[src/rtl/gemm_tile_scheduler.sv]
// Ping-pong tile scheduler: fills one BRAM half with job N+1 (left, then right matrix)
// while the compute engine consumes job N from the other half; jobs retire in issue order.
module gemm_tile_scheduler #(
    parameter int ADDR_W      = 25,
    parameter int LEN_W       = 12,
    parameter int TILE_ADDR_W = 11,
    parameter int BUF_LINES   = 1024
) (
    input  logic                   i_clk,
    input  logic                   i_reset_n,
    input  logic                   i_job_valid,
    output logic                   o_job_ready,
    input  logic [ADDR_W-1:0]      i_job_left_addr,
    input  logic [ADDR_W-1:0]      i_job_right_addr,
    input  logic [LEN_W-1:0]       i_job_len,
    output logic                   o_fetch_en,
    output logic [ADDR_W-1:0]      o_fetch_addr,
    output logic [LEN_W-1:0]       o_fetch_len,
    output logic [TILE_ADDR_W-1:0] o_fetch_bram_base,
    input  logic                   i_fetch_done,
    output logic                   o_tile_en,
    output logic [TILE_ADDR_W-1:0] o_tile_left_addr,
    output logic [TILE_ADDR_W-1:0] o_tile_right_addr,
    input  logic                   i_tile_done,
    output logic                   o_busy,
    output logic [15:0]            o_jobs_done,
    output logic                   o_err,
    output logic [3:0]             o_state
);

    typedef enum logic [2:0] {
        F_IDLE   = 3'd0,
        F_LEFT   = 3'd1,
        F_WAIT_L = 3'd2,
        F_RIGHT  = 3'd3,
        F_WAIT_R = 3'd4
    } fetch_state_t;

    typedef enum logic [1:0] {C_IDLE, C_RUN, C_WAIT} cmp_state_t;

    typedef enum logic [1:0] {B_FREE, B_FILLING, B_FULL, B_COMPUTING} buf_state_t;

    localparam logic [TILE_ADDR_W-1:0] BASE1   = TILE_ADDR_W'(BUF_LINES);
    localparam logic [LEN_W:0]         MAX_DBL = (LEN_W+1)'(BUF_LINES);

    fetch_state_t           fstate_q;
    cmp_state_t             cstate_q;
    buf_state_t             buf_q  [2];
    logic [LEN_W-1:0]       blen_q [2];
    logic                   fill_ptr_q;
    logic                   cmp_ptr_q;
    logic                   job_ready_q;
    logic                   fetch_en_q;
    logic [ADDR_W-1:0]      fetch_addr_q;
    logic [ADDR_W-1:0]      right_addr_q;
    logic [LEN_W-1:0]       fetch_len_q;
    logic [TILE_ADDR_W-1:0] fetch_base_q;
    logic                   tile_en_q;
    logic [TILE_ADDR_W-1:0] tile_left_q;
    logic [TILE_ADDR_W-1:0] tile_right_q;
    logic [15:0]            jobs_done_q;
    logic                   err_q;

    logic                   accept;
    logic                   len_ok;
    logic [LEN_W:0]         dbl_len;
    logic                   fill_start;
    logic                   fill_done;
    logic                   cmp_start;
    logic                   cmp_done;
    logic                   stray_fetch;
    logic                   stray_tile;
    logic [TILE_ADDR_W-1:0] cmp_base;

    assign dbl_len     = {i_job_len, 1'b0};
    assign len_ok      = (i_job_len != '0) && (dbl_len <= MAX_DBL);
    assign accept      = i_job_valid && job_ready_q;
    assign fill_start  = accept && len_ok;
    assign fill_done   = (fstate_q == F_WAIT_R) && i_fetch_done;
    assign cmp_start   = (cstate_q == C_IDLE) && (buf_q[cmp_ptr_q] == B_FULL);
    assign cmp_done    = (cstate_q == C_WAIT) && i_tile_done;
    assign stray_fetch = i_fetch_done && (fstate_q != F_WAIT_L) && (fstate_q != F_WAIT_R);
    assign stray_tile  = i_tile_done && (cstate_q != C_WAIT);
    assign cmp_base    = cmp_ptr_q ? BASE1 : '0;

    // Each event only ever touches the buffer its own pointer selects, and the
    // buffer states they require are disjoint, so at most one branch fires per buffer.
    always_ff @(posedge i_clk) begin
        for (int b = 0; b < 2; b++) begin
            if (!i_reset_n) begin
                buf_q[b]  <= B_FREE;
                blen_q[b] <= '0;
            end else if (fill_start && fill_ptr_q == 1'(b)) begin
                buf_q[b]  <= B_FILLING;
                blen_q[b] <= i_job_len;
            end else if (fill_done && fill_ptr_q == 1'(b)) begin
                buf_q[b] <= B_FULL;
            end else if (cmp_start && cmp_ptr_q == 1'(b)) begin
                buf_q[b] <= B_COMPUTING;
            end else if (cmp_done && cmp_ptr_q == 1'(b)) begin
                buf_q[b] <= B_FREE;
            end
        end
    end

    always_ff @(posedge i_clk) begin
        if (!i_reset_n) begin
            fstate_q     <= F_IDLE;
            fill_ptr_q   <= 1'b0;
            job_ready_q  <= 1'b0;
            fetch_en_q   <= 1'b0;
            fetch_addr_q <= '0;
            right_addr_q <= '0;
            fetch_len_q  <= '0;
            fetch_base_q <= '0;
        end else begin
            fetch_en_q  <= 1'b0;
            // Ready is registered from the current state; masking with accept keeps it
            // from staying high for a second handshake in the cycle after a take.
            job_ready_q <= (fstate_q == F_IDLE) && (buf_q[fill_ptr_q] == B_FREE) && !accept;
            case (fstate_q)
                F_IDLE: if (fill_start) begin
                    fstate_q     <= F_LEFT;
                    fetch_en_q   <= 1'b1;
                    fetch_addr_q <= i_job_left_addr;
                    fetch_len_q  <= i_job_len;
                    fetch_base_q <= fill_ptr_q ? BASE1 : '0;
                    right_addr_q <= i_job_right_addr;
                end
                F_LEFT: fstate_q <= F_WAIT_L;
                F_WAIT_L: if (i_fetch_done) begin
                    fstate_q     <= F_RIGHT;
                    fetch_en_q   <= 1'b1;
                    fetch_addr_q <= right_addr_q;
                    fetch_base_q <= fetch_base_q + TILE_ADDR_W'(fetch_len_q);
                end
                F_RIGHT: fstate_q <= F_WAIT_R;
                F_WAIT_R: if (i_fetch_done) begin
                    fstate_q   <= F_IDLE;
                    fill_ptr_q <= ~fill_ptr_q;
                end
                default: fstate_q <= F_IDLE;
            endcase
        end
    end

    always_ff @(posedge i_clk) begin
        if (!i_reset_n) begin
            cstate_q     <= C_IDLE;
            cmp_ptr_q    <= 1'b0;
            tile_en_q    <= 1'b0;
            tile_left_q  <= '0;
            tile_right_q <= '0;
            jobs_done_q  <= '0;
        end else begin
            tile_en_q <= 1'b0;
            case (cstate_q)
                C_IDLE: if (cmp_start) begin
                    cstate_q     <= C_RUN;
                    tile_en_q    <= 1'b1;
                    tile_left_q  <= cmp_base;
                    tile_right_q <= cmp_base + TILE_ADDR_W'(blen_q[cmp_ptr_q]);
                end
                C_RUN: cstate_q <= C_WAIT;
                C_WAIT: if (i_tile_done) begin
                    cstate_q    <= C_IDLE;
                    cmp_ptr_q   <= ~cmp_ptr_q;
                    jobs_done_q <= jobs_done_q + 16'd1;
                end
                default: cstate_q <= C_IDLE;
            endcase
        end
    end

    always_ff @(posedge i_clk) begin
        if (!i_reset_n) begin
            err_q <= 1'b0;
        end else if ((accept && !len_ok) || stray_fetch || stray_tile) begin
            err_q <= 1'b1;
        end
    end

    assign o_job_ready       = job_ready_q;
    assign o_fetch_en        = fetch_en_q;
    assign o_fetch_addr      = fetch_addr_q;
    assign o_fetch_len       = fetch_len_q;
    assign o_fetch_bram_base = fetch_base_q;
    assign o_tile_en         = tile_en_q;
    assign o_tile_left_addr  = tile_left_q;
    assign o_tile_right_addr = tile_right_q;
    assign o_jobs_done       = jobs_done_q;
    assign o_err             = err_q;
    assign o_busy            = (fstate_q != F_IDLE) || (cstate_q != C_IDLE) ||
                               (buf_q[0] != B_FREE) || (buf_q[1] != B_FREE);
    assign o_state           = {fstate_q, cstate_q != C_IDLE};

endmodule

[config.mk]
export PLATFORM = sky130hd
export DESIGN_NAME = gemm_tile_scheduler
export DESIGN_NICKNAME = d
export VERILOG_FILES = /design/src/rtl/gemm_tile_scheduler.sv
export SDC_FILE = /design/constraint.sdc
export NUM_CORES = 1
export LEC_CHECK = 0
export BUFFER_PORTS_ARGS = -buffer_cell sky130_fd_sc_hd__buf_2
export CORE_MARGIN = 2
export CORE_UTILIZATION = 35
export DETAILED_ROUTE_END_ITERATION = 10
export HOLD_SLACK_MARGIN = 0.03
export PLACE_DENSITY_LB_ADDON = 0.05
export SLEW_MARGIN = 20
export SYNTH_ARGS = -nofsm -noshare
export SYNTH_HDL_FRONTEND = slang
export SYNTH_SLANG_ARGS = --single-unit
[constraint.sdc]
create_clock -name i_clk -period 2.9 [get_ports i_clk]
set_input_delay 0.58 -clock i_clk [delete_from_list [all_inputs] [get_ports i_clk]]
set_output_delay 0.58 -clock i_clk [all_outputs]
set_load 0.05 [all_outputs]
==> results of run 1 <==
## power by group through the flow
| stage | Clock, W | Combinational [W] | Sequential [W] |
|---|---|---|---|
| 3_5_place_dp | 0 | 0.000538 | 0.00213 |
| 6_report | 0.00232 | 0.000533 | 0.00208 |
| 3_3_place_gp | 0 | 0.000533 | 0.00212 |
| 4_1_cts | 0.00238 | 0.000538 | 0.00208 |
| 5_1_grt | 0.00245 | 0.000576 | 0.00209 |
| 2_1_floorplan | 0 | 0.000240 | 0.00227 |
## cells in the mapped netlist (all sizes together), types with 3 or more instances
cell and number:
a21oi 54, o211ai 5, nand2 88, mux2i 41, buf 16, a21o 6, nor3 38, and3 6
and2 20, nor2 47, o21ai 8, inv 15, edfxtp 26, a211oi 37, a31oi 3, nand4 9
dfxtp 114, nand3 15, ha 15, or3 8, nand3b 4, o31ai 4, clkbuf 38, or2 4
xnor2 13, xor2 10
## layout make-up
class                   count  area, sq um  area share
well taps                 225        281.5     0.03573
inverters                  16        61.31    0.007781
multi-input cells         471         2913      0.3697
clock inverters            14        195.2     0.02477
flip-flops and latches    140         3063      0.3888
clock buffers              18        429.2     0.05447
repair buffers            170        935.9      0.1188
## sequential cells by signal, summed over array words and instances (netlist names), named ones only
name,flops
o_fetch_en,1
o_job_ready,1
fstate_q,3
o_jobs_done,16
o_fetch_bram_base,11
fill_ptr_q,1
o_fetch_addr,25
o_fetch_len,12
buf_q,4
right_addr_q,25
o_tile_en,1
o_err,1
o_tile_left_addr,1
cmp_ptr_q,1
blen_q,22
o_tile_right_addr,11
cstate_q,2
## kinds of logic (layout without fill, tap and decap cells)
logic type | Yosys count | in the layout | synth area share
DFF | 140 | 140 | 0.4922
buffers and inverters | 70 | 218 | 0.04925
AOI/OAI and AO/OA | 129 | 129 | 0.1321
other | 1 | 12 | 0.0006026
adders and majority gates | 16 | 16 | 0.03337
xor gates and xnor gates | 23 | 23 | 0.03237
muxes | 42 | 42 | 0.06775
and+or+nand+nor | 249 | 249 | 0.1924
## path summary, 6_finish.rpt
kind | startpoint | endpoint | slack (ns) | depth (start not counted)
max reg2reg | o_fetch_len[0] | o_fetch_bram_base[8] | 0.71 | 7
min | i_job_right_addr[13] | right_addr_q[13] | 0.39 | 3
max | fstate_q[2] | o_busy | 0.51 | 3
min reg2reg | right_addr_q[10] | right_addr_q[10] | 0.45 | 2
## metal layers
layer | GRT usage | up-vias | part of all wire
met4 | 0.06472 | 2 | 0.010
li1 | - | 2649 | -
met3 | 0.06291 | 12 | 0.067
met2 | 0.3013 | 150 | 0.49
met5 | 0 | - | 0.00077
met1 | 0.2224 | 2475 | 0.43
## per-stage QoR
| stage | hold WS, ns | power (W) | std cells | setup slack (ns) | area, sq um |
|---|---|---|---|---|---|
| 6_report | 0.3855 | 0.004937 | 1054 | 0.5106 | 7879 |
| 5_1_grt | 0.3813 | 0.005120 | 1054 | 0.4321 | 7879 |
| 4_1_cts | 0.3693 | 0.005000 | 1054 | 0.4955 | 7879 |
| 3_5_place_dp | 0.4475 | 0.002665 | 1022 | 0.1147 | 7254 |
| 3_3_place_gp | 0.4418 | 0.002657 | 1022 | 0.1464 | 7254 |
| 2_1_floorplan | 0.4360 | 0.002506 | 681 | 0.07197 | 6265 |
## critical path, stage by stage, from the launching register on
cell     delay, ns
dfxtp_1       0.38
nor3_1        0.53
nand3_1       0.20
buf_2         0.27
## cells in the final DEF (no fill, tap or decap), types with 12 or more instances in the layout
cell,n
buf_2,151
dfxtp_1,114
nand2_1,88
a21oi_1,54
nor2_1,47
mux2i_1,40
a211oi_1,37
nor3_1,36
edfxtp_1,26
and2_1,20
clkbuf_16,17
buf_4,16
inv_1,15
nand3_1,15
ha_1,15
xnor2_1,13
conb_1,12
==> flow_metrics.env, run 1 <==
export IMPL_status="finished clean"
export IMPL_grt_overflow=0
export IMPL_p_leak_nw=3.211
export IMPL_antennaDiodeCount=0
export IMPL_grt_total_usage=0.1831
export IMPL_hp_class="in2reg"
export IMPL_clk_pin_slew_ns=0.06
export IMPL_place_gp_congestion=0.8104
export IMPL_path_class="reg2out"
export IMPL_hold_buffers=0
export IMPL_clock_sinks=140
export IMPL_finalSetupViolCount=0
export IMPL_layout_drive_gt1_share=0.2581
export IMPL_yosys_top_cells_area="dfxtp_1 (37%), edfxtp_1 (13%), mux2i_1 (6.6%), nand2_1 (5.3%), a211oi_1 (4.5%)"
export IMPL_critPathMaxFanout=8
export IMPL_swShare=0.2625
export IMPL_io_pins=162
export IMPL_cts_setup_buffers=0
export IMPL_final_max_slew_viol_count=0
export IMPL_fin_setup_tns_ns=0
export IMPL_initial_core_util=0.3586
export IMPL_p_clk_frac=0.470
export IMPL_first_pass_iters=4
export IMPL_synth_seq_area_share=0.4922
export IMPL_synth_warnings=0
export IMPL_fmax_mhz=418.5
export IMPL_peakVddDrop_uv=507.3
export IMPL_cts_root_buf="clkbuf_16"
export IMPL_tightest_slew_ns=0.5853
export IMPL_p_switching_w=0.001296
export IMPL_nets=899
export IMPL_fillerInstances=1724
export IMPL_dp_hpwl_um=11740
export IMPL_netlist_area_sq_um=6223
export IMPL_grt_pass1_vias=5115
export IMPL_antenna_found_initial=1
export IMPL_ys_seq_elements=140
export IMPL_power_share_sequential=0.422
export IMPL_routedWlPerCell_um=16.07
export IMPL_p_int_w=0.003641
export IMPL_ys_flop_type="dfxtp_1"
export IMPL_vias_per_cell=5.017
export IMPL_num_vias=5288
export IMPL_start_kind="register"
export IMPL_cts_resized=0
export IMPL_grt_max_degree=42
export IMPL_max_clock_path_buffers=2
export IMPL_cts_max_level=4
export IMPL_cp_end_kind="output pin"
export IMPL_drc=0
export IMPL_clock_latency_ns=0.43
export IMPL_min_period_ns=2.389
export IMPL_comb_power_share=0.108
export IMPL_cts_tree="built"
export IMPL_ant_nets=0
export IMPL_die_x_um=137.3
export IMPL_routed_wl_um=16940
export IMPL_clock_skew_ns=0.01718
export IMPL_critPathRequiredTime_ns=2.32
export IMPL_drv_cap=0
export IMPL_die_area_sq_um=18860
export IMPL_rsz0062_at_grt="false"
export IMPL_synth_edf_count=26
export IMPL_coreArea_sq_um=17360
export IMPL_numCtsBuffers=17
export IMPL_synth_area_leader_cell="dfxtp_1"
export IMPL_netlist_instances=670
export IMPL_syn_to_final_growth_pct=26.60
export IMPL_synth_top_area_share=0.3667
export IMPL_hold_violations=0
export IMPL_grt_pass1_wl_um=26430
export IMPL_period_share=0.8239
export IMPL_avgSynthCellArea_sq_um=9.289
export IMPL_die_y_um=137.3
export IMPL_rows=48
export IMPL_drt_iter0_drc=216
export IMPL_p_per_area_nw_per_um2=626.7
export IMPL_critical_path_arrival_ns=1.81
export IMPL_async_flop_share=0
export IMPL_max_slew_margin_rel=0.6068
export IMPL_fin_util=0.4539
export IMPL_numPortBuffers=151
export IMPL_synth_distinct_cells=55
(Power assumes the default switching activity.)
==> run 2, diff against run 1 <==
==> constraint.sdc (replaced) <==
create_clock -name i_clk -period 2.2 [get_ports i_clk]
set_input_delay 0.44 -clock i_clk [delete_from_list [all_inputs] [get_ports i_clk]]
set_output_delay 0.44 -clock i_clk [all_outputs]
set_load 0.05 [all_outputs]
==> run 2 against run 1 <==
Sequential power up 32%; worst hold slack worse by 0.13 ns; combinational power up 37%; highest routed layer is now met4; non-clock buffer count up 29; first-iteration DRC count up 5.6%; die area unchanged; largest power group unchanged; via count up 2.4%; setup slack worse by 0.48 ns.
==> flow_metrics.env, run 2 (synthesized netlist as in run 1, its figures left out) <==
export IMPL_hold_ws_ns=0.2558
export IMPL_path_cells="buf_6 > or4_4 > or4_4 > nand4_4 > or2_1 > or4b_4"
export IMPL_syn_to_final_growth_pct=31.24
export IMPL_path_common_cell="or4_4"
export IMPL_fmax_mhz=462.0
export IMPL_clock_latency_ns=0.42
export IMPL_min_period_ns=2.164
export IMPL_io_pins=162
export IMPL_ant_nets=0
export IMPL_swShare=0.2474
export IMPL_fin_setup_tns_ns=0
export IMPL_power_share_sequential=0.418
export IMPL_grt_overflow=0
export IMPL_initial_core_util=0.3586
export IMPL_die_y_um=137.3
export IMPL_num_vias=5416
export IMPL_drt_iter0_drc=228
export IMPL_critical_path_arrival_ns=2.33
export IMPL_fin_util=0.4706
export IMPL_endpoint="buf_q[1][0]"
export IMPL_path_class="in2reg"
export IMPL_r2r_slack_ns=0.11
export IMPL_critPathMaxFanout=3
export IMPL_path_buf_inv=1
export IMPL_layout_commonest_cell="buf_2"
export IMPL_final_max_slew_viol_count=0
export IMPL_die_x_um=137.3
export IMPL_cp_top_family="simple AND/OR/NAND/NOR gates"
export IMPL_cts_tree="built"
export IMPL_drc=0
export IMPL_critPathRequiredTime_ns=2.37
export IMPL_vias_per_cell=4.996
export IMPL_finalSetupViolCount=0
export IMPL_cts_root_buf="clkbuf_16"
export IMPL_status="finished clean"
export IMPL_dp_hpwl_um=12370
export IMPL_numPortBuffers=151
export IMPL_p_switching_w=0.001624
export IMPL_hp_class="in2reg"
export IMPL_layout_drive_gt1_share=0.2902
export IMPL_p_clk_frac=0.470
export IMPL_die_area_sq_um=18860
export IMPL_cp_startpoint="i_job_len[5]"
export IMPL_clock_skew_ns=0.006479
export IMPL_design_area_sq_um=8168
export IMPL_hold_violations=0
export IMPL_antenna_found_initial=1
export IMPL_drv_cap=0
export IMPL_peakVddDrop_uv=576.1
export IMPL_first_pass_iters=4
export IMPL_nets=928
export IMPL_routed_wl_um=16960
export IMPL_layout_common_cells="buf_2 (150), dfxtp_1 (113), nand2_1 (88)"
export IMPL_routedWlPerCell_um=15.65
export IMPL_period_share=0.9839
export IMPL_p_per_area_nw_per_um2=803.8
export IMPL_grt_total_usage=0.1817
export IMPL_crit_cells=6
export IMPL_rsz0062_at_grt="true"
export IMPL_place_gp_congestion=0.8106
export IMPL_r2r_end="o_fetch_bram_base[8]"
export IMPL_numCtsBuffers=17
export IMPL_dpl_cell_area_sq_um=7482
export IMPL_grt_max_degree=42
export IMPL_r2r_start="o_fetch_len[0]"
export IMPL_grt_pass1_vias=5155
export IMPL_start_kind="input pin"
export IMPL_p_int_w=0.004942
export IMPL_p_leak_nw=3.387
export IMPL_slowest_stage="or4_4"
export IMPL_clock_sinks=140
export IMPL_coreArea_sq_um=17360
export IMPL_max_stage_delay_ns=0.58
export IMPL_comb_power_share=0.112
export IMPL_cp_end_kind="register"
export IMPL_max_clock_path_buffers=2
export IMPL_rows=48
export IMPL_cts_max_level=4
export IMPL_grt_pass1_wl_um=26050
export IMPL_clk_pin_slew_ns=0.06
export IMPL_reg2reg_depth=7
[run 2: cell count changes in the layout (fill, tap and decap cells not counted), sizes merged]
cell,before,now
bufinv,4,3
clkinvlp,4,1
clkbuf,18,24
buf,170,199
diode,0,1
clkinv,6,4
[run 2: timing repair]
action,4_1_cts,5_1_grt
endpoints found under the hold margin,0,0
cloned,0,0
pin swaps,0,3
gates resized for setup,1,5
setup buffers,0,1
hold buffers,0,0
endpoints found under the setup margin,1,34
[run 2: area by class of cell]
cell class	count	area, sq um
Inverter	16	61.31
Clock buffer	24	524.3
Timing Repair Buffer	199	1151
Fill cell	1730	9189
Clock inverter	8	126.4
Antenna cell	1	2.502
Multi-Input combinational cell	471	2957
Sequential cell	140	3064
Tap cell	225	281.5
[run 2: stage by stage]
step / power [W] / instances / setup slack, ns
after floorplan: 0.003309 / 681 / -0.2573
after global placement: 0.003528 / 1050 / -0.3607
after detailed placement: 0.003538 / 1050 / -0.4110
after CTS: 0.006655 / 1082 / 0.02723
after global routing: 0.006839 / 1084 / -0.01535
final: 0.006566 / 1084 / 0.03551
[run 2: worst min path at each step]
stage,from,end,slack [ns],cells past startpoint
2_1_floorplan,right_addr_q[0],right_addr_q[0],0.44,2
3_3_place_gp,right_addr_q[5],right_addr_q[5],0.44,2
3_5_place_dp,right_addr_q[12],right_addr_q[12],0.45,2
4_1_cts,i_job_right_addr[16],right_addr_q[16],0.23,3
5_1_grt,i_job_right_addr[24],right_addr_q[24],0.25,3
6_report,i_job_right_addr[20],right_addr_q[20],0.26,3
[run 2: routing by layer]
| metal | track usage | routed length, um | up-vias |
|---|---|---|---|
| met3 | 0.04525 | 812 | 21 |
| met5 | 0 | 0 | - |
| met4 | 0.06472 | 217 | 0 |
| met2 | 0.2977 | 8217 | 124 |
| met1 | 0.2324 | 7712 | 2572 |
| li1 | - | - | 2699 |
[run 2: worst min-delay path, stage by stage]
cell and delay (ns):
buf_2 0.10, nand2_1 0.04, a21oi_1 0.05
[run 2: power groups by stage]
stage	clock [W]	sequential (W)	combinational [W]
2_1_floorplan	0	0.00299	0.000321
3_3_place_gp	0	0.00280	0.000728
3_5_place_dp	0	0.00280	0.000735
4_1_cts	0.00317	0.00275	0.000736
5_1_grt	0.00330	0.00276	0.000786
6_report	0.00309	0.00275	0.000732
==> run 3, diff against run 2 <==
==> constraint.sdc (replaced) <==
create_clock -name i_clk -period 2.2 [get_ports i_clk]
set_input_delay 0.22 -clock i_clk [delete_from_list [all_inputs] [get_ports i_clk]]
set_output_delay 0.22 -clock i_clk [all_outputs]
set_load 0.05 [all_outputs]
==> run 3 against run 2 <==
Wire length decreased by 0.41%; total power shrank 4.8%; clock skew increased by 0.0017 ns; largest cell class unchanged; count of clock-buffer cells in the layout fell by 2; critical path depth grew 1; die area is the same; combinational power is essentially flat; critical endpoint is now o_fetch_bram_base[8]; sequential power about the same.
==> flow_metrics.env, run 3 (synthesized netlist as in run 1, its figures left out) <==
export IMPL_path_class="reg2reg"
export IMPL_critical_path_arrival_ns=2.44
export IMPL_period_share=0.9636
export IMPL_hold_violations=0
export IMPL_grt_overflow=0
export IMPL_numCtsBuffers=17
export IMPL_wl_met1_um=7506
export IMPL_routed_wl_um=16890
export IMPL_dpl_worst_slack_ns=-0.2456
export IMPL_status="finished clean"
export IMPL_vias_per_cell=4.975
export IMPL_top_layer_used="met4"
export IMPL_reg2reg_depth=7
export IMPL_cp_end_kind="register"
export IMPL_layout_common_cells="buf_2 (151), dfxtp_1 (113), nand2_1 (88)"
export IMPL_place_gp_congestion=0.7884
export IMPL_drv_cap=0
export IMPL_clock_latency_ns=0.42
export IMPL_setup_slack_ns=0.08008
export IMPL_die_x_um=137.3
export IMPL_grt_max_degree=49
export IMPL_ant_nets=0
export IMPL_clock_sinks=140
export IMPL_antenna_found_initial=0
export IMPL_min_period_ns=2.120
export IMPL_grt_pass1_wl_um=26650
export IMPL_layout_commonest_cell="buf_2"
export IMPL_critPathRequiredTime_ns=2.52
export IMPL_power_w=0.006252
export IMPL_syn_to_final_growth_pct=30.14
export IMPL_antennaDiodeCount=0
export IMPL_p_per_area_nw_per_um2=772.0
export IMPL_peakVddDrop_uv=542.8
export IMPL_grt_pass1_vias=5157
export IMPL_cts_tree="built"
export IMPL_met2_wirelength_um=8142
export IMPL_max_clock_path_buffers=2
export IMPL_coreArea_sq_um=17360
export IMPL_cts_root_buf="clkbuf_16"
export IMPL_layout_drive_gt1_share=0.2774
export IMPL_final_max_slew_viol_count=0
export IMPL_rsz0062_at_grt="true"
export IMPL_first_pass_iters=4
export IMPL_grt_total_usage=0.1833
export IMPL_wl_met3_um=1111
export IMPL_r2r_start="o_fetch_bram_base[0]"
export IMPL_initial_core_util=0.3586
export IMPL_cp_startpoint="o_fetch_bram_base[0]"
export IMPL_die_y_um=137.3
export IMPL_num_vias=5388
export IMPL_fmax_mhz=471.7
export IMPL_die_area_sq_um=18860
export IMPL_clk_pin_slew_ns=0.06
export IMPL_hp_class="in2reg"
export IMPL_drt_iter0_drc=153
export IMPL_routedWlPerCell_um=15.60
export IMPL_cts_setup_buffers=0
export IMPL_dp_hpwl_um=12210
export IMPL_drc=0
export IMPL_nets=928
export IMPL_critPathMaxFanout=3
export IMPL_hold_ws_ns=0.04611
export IMPL_r2r_end="o_fetch_bram_base[8]"
export IMPL_max_slew_margin_rel=0.5689
export IMPL_endpoint="o_fetch_bram_base[8]"
export IMPL_io_pins=162
export IMPL_finalSetupViolCount=0
export IMPL_p_leak_nw=3.345
export IMPL_clock_skew_ns=0.008179
export IMPL_numPortBuffers=151
export IMPL_tightest_slew_ns=0.6432
export IMPL_r2r_slack_ns=0.08
export IMPL_cts_max_level=4
export IMPL_rows=48
export IMPL_start_kind="register"
==> run 3: changes by cell type in the layout (fill, tap and decap cells not counted), moves of 2 or more <==
cell,change
buf_4,-8
buf_6,-2
bufinv_16,-2
clkinv_2,+4
dlygate4sd3_1,+8
==> run 3: critical path, cell delays in order, from the launching register on <==
cell and delay (ns):
dfxtp_1 0.33, ha_1 0.21, fa_1 0.40, a21oi_1 0.22, o22ai_1 0.19, o41ai_2 0.28
xor2_1 0.12, o32ai_1 0.26
==> run 3: per-layer routing <==
metal	up-vias	global-route usage
met5	-	0
met4	0	0.04811
met3	11	0.05556
met2	154	0.3007
met1	2524	0.2347
li1	2699	-
==> run 3: stage by stage <==
stage                 util   TNS [ns]  cells  area [sq um]
floorplan                -    -0.6509    681          6286
global placement    0.4283     -15.33   1043          7433
detailed placement  0.4283     -17.00   1043          7433
CTS                 0.4660          0   1083          8088
global route        0.4666  -0.009098   1083          8099
finish              0.4666          0   1083          8099
==> run 3: what timing repair did <==
action                                 4_1_cts  5_1_grt
hold buffers                                 8        0
setup endpoints to repair                    0        2
resized for setup                            0        3
endpoints found under the hold margin        8        0
==> run 3: report_power, final <==
| part | internal, W | switching (W) | total, W |
|---|---|---|---|
| clock | 0.00168 | 0.00109 | 0.00277 |
| sequential | 0.00270 | 0.0000466 | 0.00275 |
| combinational | 0.000227 | 0.000506 | 0.000733 |
| total | 0.00461 | 0.00165 | 0.00625 |
==> run 3: worst min-delay path by stage <==
stage	startpoint	to	slack, ns	cells past startpoint
after floorplan	i_job_right_addr[0]	right_addr_q[0]	0.36	2
after global placement	right_addr_q[14]	right_addr_q[14]	0.44	2
after detailed placement	right_addr_q[21]	right_addr_q[21]	0.45	2
after CTS	i_job_right_addr[3]	right_addr_q[3]	0.03	3
after global routing	i_job_right_addr[3]	right_addr_q[3]	0.04	3
final	i_job_right_addr[9]	right_addr_q[9]	0.05	3
==> run 3: layout make-up <==
class / instances / area (sq um)
clock buffer: 22 / 485.5
clock inverter: 10 / 88.84
fill: 1723 / 9258
inverter: 16 / 61.31
multi-input combinational: 471 / 2944
sequential: 140 / 3064
tap: 225 / 281.5
timing repair buffer: 199 / 1174
